===== config.mk =====
export PLATFORM = sky130hd
export DESIGN_NAME = fetch_unit
export DESIGN_NICKNAME = d
export VERILOG_FILES = /design/src/rtl/fetch_unit_pkg.sv /design/src/rtl/fetch_unit.sv
export SDC_FILE = /design/constraint.sdc
export NUM_CORES = 1
export LEC_CHECK = 0
export CAP_MARGIN = 20
export CELL_PAD_IN_SITES_DETAIL_PLACEMENT = 1
export CELL_PAD_IN_SITES_GLOBAL_PLACEMENT = 1
export CORE_MARGIN = 5
export CORE_UTILIZATION = 36
export DETAILED_ROUTE_END_ITERATION = 8
export GPL_ROUTABILITY_DRIVEN = 0
export PLACE_DENSITY_LB_ADDON = 0.1
export SYNTH_ARGS = -nofsm -noshare
export SYNTH_HDL_FRONTEND = slang
export SYNTH_SLANG_ARGS = --single-unit

===== constraint.sdc =====
create_clock -name clk -period 6.36 [get_ports clk]
set_input_delay 0.954 -clock clk [delete_from_list [all_inputs] [get_ports clk]]
set_output_delay 0.954 -clock clk [all_outputs]
set_load 0.02 [all_outputs]

===== src/rtl/fetch_unit_pkg.sv =====
// Shared fetch-stage types and core-wide constants.
// Holds the default data/PC width, imem word-address width, reset PC and
// instruction size, plus the per-cycle action decode used by fetch_unit.
package fetch_unit_pkg;

    localparam int          DATA_WIDTH      = 32;
    localparam int          IMEM_ADDR_WIDTH = 10;
    localparam logic [31:0] RESET_PC        = 32'h0000_0000;
    localparam int          INSTR_BYTES     = 4;

    // What the fetch stage does this cycle, in priority order.
    typedef enum logic [2:0] {
        ACT_REDIRECT     = 3'd0,  // aligned redirect: kill response, fetch target
        ACT_BAD_REDIRECT = 3'd1,  // misaligned redirect: raise fault, fetch nothing
        ACT_FAULTED      = 3'd2,  // sticky fault: no requests
        ACT_STALL        = 3'd3,  // pending response not consumed: re-read it
        ACT_FETCH        = 3'd4,  // issue next sequential request
        ACT_IDLE         = 3'd5   // fetch disabled: drop response slot
    } fetch_action_e;

    // A byte PC is fetchable only on an instruction boundary.
    function automatic logic is_misaligned(input logic [1:0] pc_low);
        return pc_low != 2'b00;
    endfunction

endpackage


===== src/rtl/fetch_unit.sv =====
// Instruction fetch stage sitting directly in front of a 1-cycle-latency
// instruction memory. Owns the PC, drives the imem word address every cycle,
// pairs each returning word with its PC and offers {instr, inst_pc} to decode
// over a valid/ready handshake.
//
// The imem has no read enable, so a stall is implemented by re-issuing the
// address of the held response; the memory then returns the same word again
// and instr stays stable without a local instruction buffer.
//
// Optional feature, macro FETCH_MISALIGN_CHECK_EN:
//   defined   - a redirect to a PC with bits [1:0] != 0 raises a sticky
//               fetch_fault (cleared by an aligned redirect or rst) and
//               suppresses all fetching while set.
//   undefined - redirect targets are forced to a word boundary and
//               fetch_fault is constant 0.
module fetch_unit
    import fetch_unit_pkg::*;
#(
    parameter int                           DATA_WIDTH = fetch_unit_pkg::DATA_WIDTH,
    parameter int                           ADDR_WIDTH = fetch_unit_pkg::IMEM_ADDR_WIDTH,
    parameter logic [DATA_WIDTH-1:0]        RESET_PC   = DATA_WIDTH'(fetch_unit_pkg::RESET_PC)
) (
    input  logic                    clk,
    input  logic                    rst,
    input  logic                    fetch_en,
    input  logic                    redirect_valid,
    input  logic [DATA_WIDTH-1:0]   redirect_pc,
    output logic [ADDR_WIDTH-1:0]   imem_address,
    input  logic [DATA_WIDTH-1:0]   imem_read_data,
    input  logic                    imem_read_valid,
    output logic                    inst_valid,
    input  logic                    inst_ready,
    output logic [DATA_WIDTH-1:0]   instr,
    output logic [DATA_WIDTH-1:0]   inst_pc,
    output logic                    fetch_fault
);

    localparam logic [DATA_WIDTH-1:0] PC_STEP = DATA_WIDTH'(INSTR_BYTES);

    // pc_reg: next PC to request; rsp_pc_reg/rsp_valid_reg: the request whose
    // data is on imem_read_data this cycle.
    logic [DATA_WIDTH-1:0] pc_reg;
    logic [DATA_WIDTH-1:0] pc_next;
    logic [DATA_WIDTH-1:0] rsp_pc_reg;
    logic [DATA_WIDTH-1:0] rsp_pc_next;
    logic                  rsp_valid_reg;
    logic                  rsp_valid_next;
    logic                  fault_reg;

    logic [DATA_WIDTH-1:0] target_pc;
    logic                  target_misaligned;
    fetch_action_e         action;

`ifdef FETCH_MISALIGN_CHECK_EN
    // Keep the raw target so a trap handler can see the faulting PC.
    assign target_pc         = redirect_pc;
    assign target_misaligned = is_misaligned(redirect_pc[1:0]);
`else
    // Low PC bits are meaningless for a word-addressed imem; drop them.
    assign target_pc         = redirect_pc & ~(PC_STEP - 1'b1);
    assign target_misaligned = 1'b0;
`endif

    // Select this cycle's action; redirect beats fault beats stall beats fetch.
    // A response that imem has not yet marked valid is held exactly like an
    // unaccepted one, so the same address is re-read until it arrives.
    always_comb begin
        action = ACT_IDLE;
        if (redirect_valid) begin
            action = target_misaligned ? ACT_BAD_REDIRECT : ACT_REDIRECT;
        end else if (fault_reg) begin
            action = ACT_FAULTED;
        end else if (rsp_valid_reg && (!inst_ready || !imem_read_valid)) begin
            action = ACT_STALL;
        end else if (fetch_en) begin
            action = ACT_FETCH;
        end
    end

    // Word address to imem for the request being issued this cycle.
    always_comb begin
        imem_address = pc_reg[ADDR_WIDTH+1:2];
        case (action)
            ACT_REDIRECT,
            ACT_BAD_REDIRECT: imem_address = target_pc[ADDR_WIDTH+1:2];
            ACT_STALL:        imem_address = rsp_pc_reg[ADDR_WIDTH+1:2];
            default:          imem_address = pc_reg[ADDR_WIDTH+1:2];
        endcase
    end

    // Next-state for the PC and the response slot.
    always_comb begin
        pc_next        = pc_reg;
        rsp_pc_next    = rsp_pc_reg;
        rsp_valid_next = rsp_valid_reg;
        case (action)
            ACT_REDIRECT: begin
                rsp_pc_next    = target_pc;
                rsp_valid_next = 1'b1;
                pc_next        = target_pc + PC_STEP;
            end
            ACT_BAD_REDIRECT: begin
                rsp_pc_next    = target_pc;
                rsp_valid_next = 1'b0;
                pc_next        = target_pc + PC_STEP;
            end
            ACT_FAULTED: begin
                rsp_valid_next = 1'b0;
            end
            ACT_STALL: begin
                rsp_valid_next = rsp_valid_reg;
            end
            ACT_FETCH: begin
                rsp_pc_next    = pc_reg;
                rsp_valid_next = 1'b1;
                pc_next        = pc_reg + PC_STEP;
            end
            default: begin
                rsp_valid_next = 1'b0;
            end
        endcase
    end

    // PC and response-slot registers; reset discards any pending response.
    always_ff @(posedge clk) begin
        if (rst) begin
            pc_reg        <= RESET_PC;
            rsp_pc_reg    <= RESET_PC;
            rsp_valid_reg <= 1'b0;
        end else begin
            pc_reg        <= pc_next;
            rsp_pc_reg    <= rsp_pc_next;
            rsp_valid_reg <= rsp_valid_next;
        end
    end

`ifdef FETCH_MISALIGN_CHECK_EN
    logic fault_next;

    // Fault is set by a misaligned redirect and cleared only by an aligned one.
    always_comb begin
        fault_next = fault_reg;
        if (action == ACT_BAD_REDIRECT) begin
            fault_next = 1'b1;
        end else if (action == ACT_REDIRECT) begin
            fault_next = 1'b0;
        end
    end

    // Sticky misalignment fault register.
    always_ff @(posedge clk) begin
        if (rst) begin
            fault_reg <= 1'b0;
        end else begin
            fault_reg <= fault_next;
        end
    end
`else
    assign fault_reg = 1'b0;
`endif

    // The response in flight is offered unless it is being killed by a
    // redirect, blocked by a fault, not yet returned, or reset is active.
    assign inst_valid  = rsp_valid_reg & imem_read_valid & ~redirect_valid
                       & ~fault_reg & ~rst;
    assign fetch_fault = fault_reg & ~rst;
    assign inst_pc     = rsp_pc_reg;
    assign instr       = imem_read_data;

endmodule


Yosys cells after proc, flatten, opt, wreduce, memory -nomap -nowiden
Index checks and enable logic that the tools add are counted.
{"block": "totals", "ff_bits": 65, "output_inout_bits": 76, "word_cells": 28}
{"block": "op_classes", "n_addsub": 2, "n_eq_ne": 3, "n_mux": 7, "bitwise_logic": 5, "reduce_logical": 8}
{"operator": "$pmux 32 s2", "n": 2}
{"operator": "$add 32x3->32 const B", "n": 2}
{"operator": "$pmux 10 s2", "n": 1}
{"operator": "$mux 3", "n": 2}
{"operator": "$reduce_or 2->1", "n": 2}
{"operator": "$and 1x1->1", "n": 3}
{"operator": "$eq 3x1->1 const B", "n": 1}
{"operator": "$eq 3x2->1 const B", "n": 1}
{"operator": "$eq 3x3->1 const B", "n": 1}
{"operator": "$logic_not 3->1", "n": 1}
{"operator": "$logic_not 1->1", "n": 2}
{"operator": "$not 1->1", "n": 2}
{"operator": "$pmux 1 s2", "n": 1}
{"operator": "$reduce_bool 2->1", "n": 1}
{"operator": "$logic_and 1x1->1", "n": 1}
{"operator": "$logic_or 1x1->1", "n": 1}
{"operator": "$mux 1", "n": 1}

Longest topological paths before layout
{"block": "depth", "ltp_word": 8, "mapped_depth": 15, "ltp_nobuf": 11}

Worst setup path after synthesis
Ideal clock, no wire load.
{"block": "synth_path", "path_kind": "input to register", "startpoint": "input redirect_valid", "endpoint": "register pc_reg[18]", "setup_ns": 0.117, "arrival_time_ns": 3.293, "required_ns": 6.243, "setup_slack_ns": 2.950, "path_stages": 14, "path_buffers": 4, "cell_sequence": "buf_4 -> nor2b_1 -> buf_4 -> nand2_4 -> buf_2 -> buf_2 -> mux2i_1 -> inv_1 -> ha_1 -> inv_1 -> or3_1 -> o22ai_1 -> o21ai_0 -> a32o_1"}
{"block": "synth_between", "elab_chain_len": 4, "elab_cells_between_ends": 7, "classes_between": "eq/ne: 2; mux: 2; reduce/logical: 3"}
{"item": "start, declared", "line": "fetch_unit.sv:26", "rtl": "input logic redirect_valid,"}
{"item": "$mux 3 (*)", "line": "fetch_unit.sv:69", "rtl": "if (redirect_valid) begin"}
{"item": "$eq 3x1->1 / $logic_not 3->1 (equally long branches)", "line": "fetch_unit.sv:96", "rtl": "case (action)"}
{"item": "$reduce_or 2->1 (no line)"}
{"item": "$pmux 32 s2 / $reduce_bool 2->1 (equally long branches)"}
{"item": "end signal, assigned", "line": "fetch_unit.sv:131", "rtl": "pc_reg <= pc_next;"}
{"item": "end, declared", "line": "fetch_unit.sv:42", "rtl": "logic [DATA_WIDTH-1:0] pc_reg;"}
Every way passes the cells marked *; elsewhere a longest branch is shown, timed or not.
A chain may end at the register's enable or synchronous reset.

Final worst setup path
{"block": "layout_path", "startpoint": "input inst_ready", "endpoint": "register pc_reg[18]"}
{"block": "layout_between", "elab_chain_len": 8, "elab_cells_between_ends": 11, "classes_between": "eq/ne: 2; mux: 3; reduce/logical: 6"}
{"item": "start, declared", "line": "fetch_unit.sv:32", "rtl": "input logic inst_ready,"}
{"item": "$logic_not 1->1 (*)", "line": "fetch_unit.sv:73", "rtl": "end else if (rsp_valid_reg && (!inst_ready || !imem_read_valid)) begin"}
{"item": "$logic_or 1x1->1 (*)", "line": "fetch_unit.sv:73"}
{"item": "$logic_and 1x1->1 (*)", "line": "fetch_unit.sv:73"}
{"item": "$mux 3 (*)", "line": "fetch_unit.sv:73"}
{"item": "$mux 3 (*)", "line": "fetch_unit.sv:69"}
{"item": "$eq 3x1->1 / $logic_not 3->1 (equally long branches)", "line": "fetch_unit.sv:96"}
{"item": "$reduce_or 2->1 (no line)"}
{"item": "$pmux 32 s2 / $reduce_bool 2->1 (equally long branches)"}
Marks and branches as above.

==> results.json <==
{
  "status": "finished clean",
  "r2r_cells": 12,
  "yosysSeqAreaShare_pct": 27.4,
  "portBuffers": 76,
  "via_per_inst": 5.69,
  "start_util_pct": 36.9,
  "initialDrtViolationCount": 168,
  "cts_setup_buffers": 0,
  "syn_avg_cell_area_um2": 7.70,
  "clk_pin_slew_worst_paths_ns": 0.05,
  "drt_first_pass_iters": 4,
  "grtUsageTotal_pct": 21.0,
  "synthesis.area_mm2": 0.00446,
  "cts.sinks": 61,
  "clockPowerShare_pct": 38.6,
  "hold_start": "pc_reg[30]$_SDFFE_PP0P_",
  "synthFlopType": "dfxtp_1",
  "synth_enable_flop_cells": 0,
  "dp_hpwl_um": 10200,
  "finalPower_mw": 1.16,
  "cp_max_fo": 41,
  "cts.path.max_buffers": 2,
  "syn_inst": 579,
  "grt_max_degree": 54,
  "setup_viol": 0,
  "cp-startpoint": "inst_ready",
  "wl_per_cell_um": 19.7,
  "ys_seq_elements": 61,
  "overflow": 0,
  "slowest_stage": "ha_1",
  "seqCellArea_mm2": 0.00122,
  "hold_end": "pc_reg[30]$_SDFFE_PP0P_",
  "post_cts_resized": 0,
  "final_common_cell": "nand2_1",
  "fin_tns_setup_ns": 0,
  "slew_violations": 0,
  "drive_gt1_share_pct": 7.48,
  "fin_util_pct": 43.9,
  "crit_path_start_kind": "input port",
  "num_io_pins": 146,
  "ir_worst_vdd_mv": 0.129,
  "cp_data_required_time_ns": 6.59,
  "hold_viol_final": 0,
  "timing.fmax_ghz": 0.236,
  "critPathMaxStageDelay_ns": 0.53,
  "synth_warnings": 0,
  "cap_violations": 0,
  "antenna_found_initial": 0,
  "period_minus_slack_ns": 4.24,
  "p_sw_share_pct": 31.5,
  "worst-r2r-setup-slack_ns": 2.84,
  "multi_input_area_mm2": 0.00273,
  "dieArea_mm2": 0.0147,
  "cp_top_family": "buffers and inverters",
  "clock_latency_ns": 0.34,
  "hold_depth": 2,
  "syn_to_final_growth_pct": 18.8,
  "period_share_pct": 66.6,
  "grt_pass1_wl_um": 24500,
  "drtAntennaViolNets": 0,
  "rsz0062_at_grt": "no",
  "slew_headroom_pct": 44.4,
  "final_cell_mix": "nand2_1, clkdlybuf4s50_1, dfxtp_1",
  "cts_tree": "done",
  "crit_path_end_kind": "flop",
  "pwr-share-seq_pct": 38.3,
  "h-tree-depth": 3,
  "ys_types": 67,
  "p_int_uw": 798,
  "core-area_mm2": 0.0121,
  "vias": 4384,
  "nFillCells": 1459,
  "grt_pass1_vias": 4647,
  "die_width_um": 121,
  "criticalPathCategory": "in -> reg",
  "reg2reg_to": "pc_reg[18]$_SDFFE_PP0P_",
  "skew_ns": 0.00669,
  "worst_slew_pin_slew_ns": 0.833,
  "cts_buffers": 9,
  "diodes": 0,
  "hold_class": "reg -> reg",
  "path_depth": 13,
  "worst-path-buf-inv": 4,
  "p_comb_share_pct": 23.1,
  "fin_nets": 669,
  "die_h_um": 121,
  "timing.rr.start": "rsp_valid_reg$_SDFFE_PP0P_",
  "drc": 0,
  "routed_wl_um": 15200,
  "path_cells": "clkdlybuf4s50_1 -> a21bo_1 -> buf_4 -> nand2_4 -> buf_4 -> nand2_1 -> nand2_1 -> ha_1 -> inv_1 -> or3_1 -> o22ai_1 -> o21ai_0 -> a32o_1",
  "hold_buffers": 0,
  "cts_root_buf": "clkbuf_16",
  "power.density_mw_per_mm2": 220,
  "async_reset_ff_share_pct": 0,
  "p_leak_nw": 1.88,
  "switching_power_uw": 366,
  "cp.arrival_ns": 4.47,
  "rows": 40
}
## cells in the mapped netlist (all sizes together), types with 7 or more instances
cell	instances	area [um^2]
a211oi	24	195
a21oi	18	93.8
a311oi	19	166
a31oi	7	50.1
buf	64	424
clkbuf	16	62.6
dfxtp	61	1220
inv	10	37.5
mux2i	21	210
nand2	82	315
nand3	28	140
nand4	12	75.1
nor2	56	210
nor3	21	126
nor4	11	126
o211ai	7	52.6
o21ai	30	150
xnor2	21	184
## through the flow
step           setup slack (ns)  cell area, um^2  cells  hold slack, ns
2_1_floorplan              2.95             4460    581           0.425
3_3_place_gp               1.84             5020    754           0.441
3_5_place_dp               1.73             5020    754           0.462
4_1_cts                    2.11             5280    769           0.475
5_1_grt                    1.87             5300    770           0.494
6_report                   2.12             5300    770           0.473
## layer usage
metal / GRT usage [%] / routed length [um] / part of all wire [%] / up-vias
li1: - / - / - / 2111
met1: 25.9 / 6650 / 44 / 2131
met2: 36.6 / 7520 / 49 / 121
met3: 4.01 / 776 / 5.1 / 21
met4: 7.21 / 257 / 1.7 / 0
met5: 0 / 0 / 0 / -
## worst max path at each step
stage | to
floorplan | pc_reg[18]$_SDFFE_PP0P_
global placement | pc_reg[18]$_SDFFE_PP0P_
detailed placement | pc_reg[18]$_SDFFE_PP0P_
CTS | pc_reg[18]$_SDFFE_PP0P_
global route | pc_reg[16]$_SDFFE_PP0P_
finish | pc_reg[18]$_SDFFE_PP0P_
## power groups by stage
stage / logic [mW] / clock network, mW / registers (mW)
after floorplan: 0.173 / 0 / 0.463
after global placement: 0.264 / 0 / 0.452
after detailed placement: 0.269 / 0 / 0.454
after CTS: 0.271 / 0.459 / 0.446
after global routing: 0.292 / 0.477 / 0.450
final: 0.269 / 0.449 / 0.446
## logic make-up after synthesis
family	share of synthesized area, %
AOI/OAI and AO/OA	22.9
xor gates and xnor gates	5.31
adders and majority gates	0.281
buffers and inverters	11.8
DFF	27.4
muxes	5.48
other	0.0842
and+or+nand+nor	26.7
## layout make-up
cell class | instances | share of cell area [%]
tap | 168 | 3.97
inverter | 10 | 0.709
timing repair buffer | 86 | 15.8
sequential | 61 | 23.1
clock inverter | 2 | 0.189
clock buffer | 13 | 4.73
multi-input combinational | 430 | 51.6
## tightest hold or removal path: stages, from the launching register on
cell	delay, ns
dfxtp_1	0.32
nand2_1	0.05
nand3_1	0.06
No activity file was read; power rests on OpenSTA's default activity.
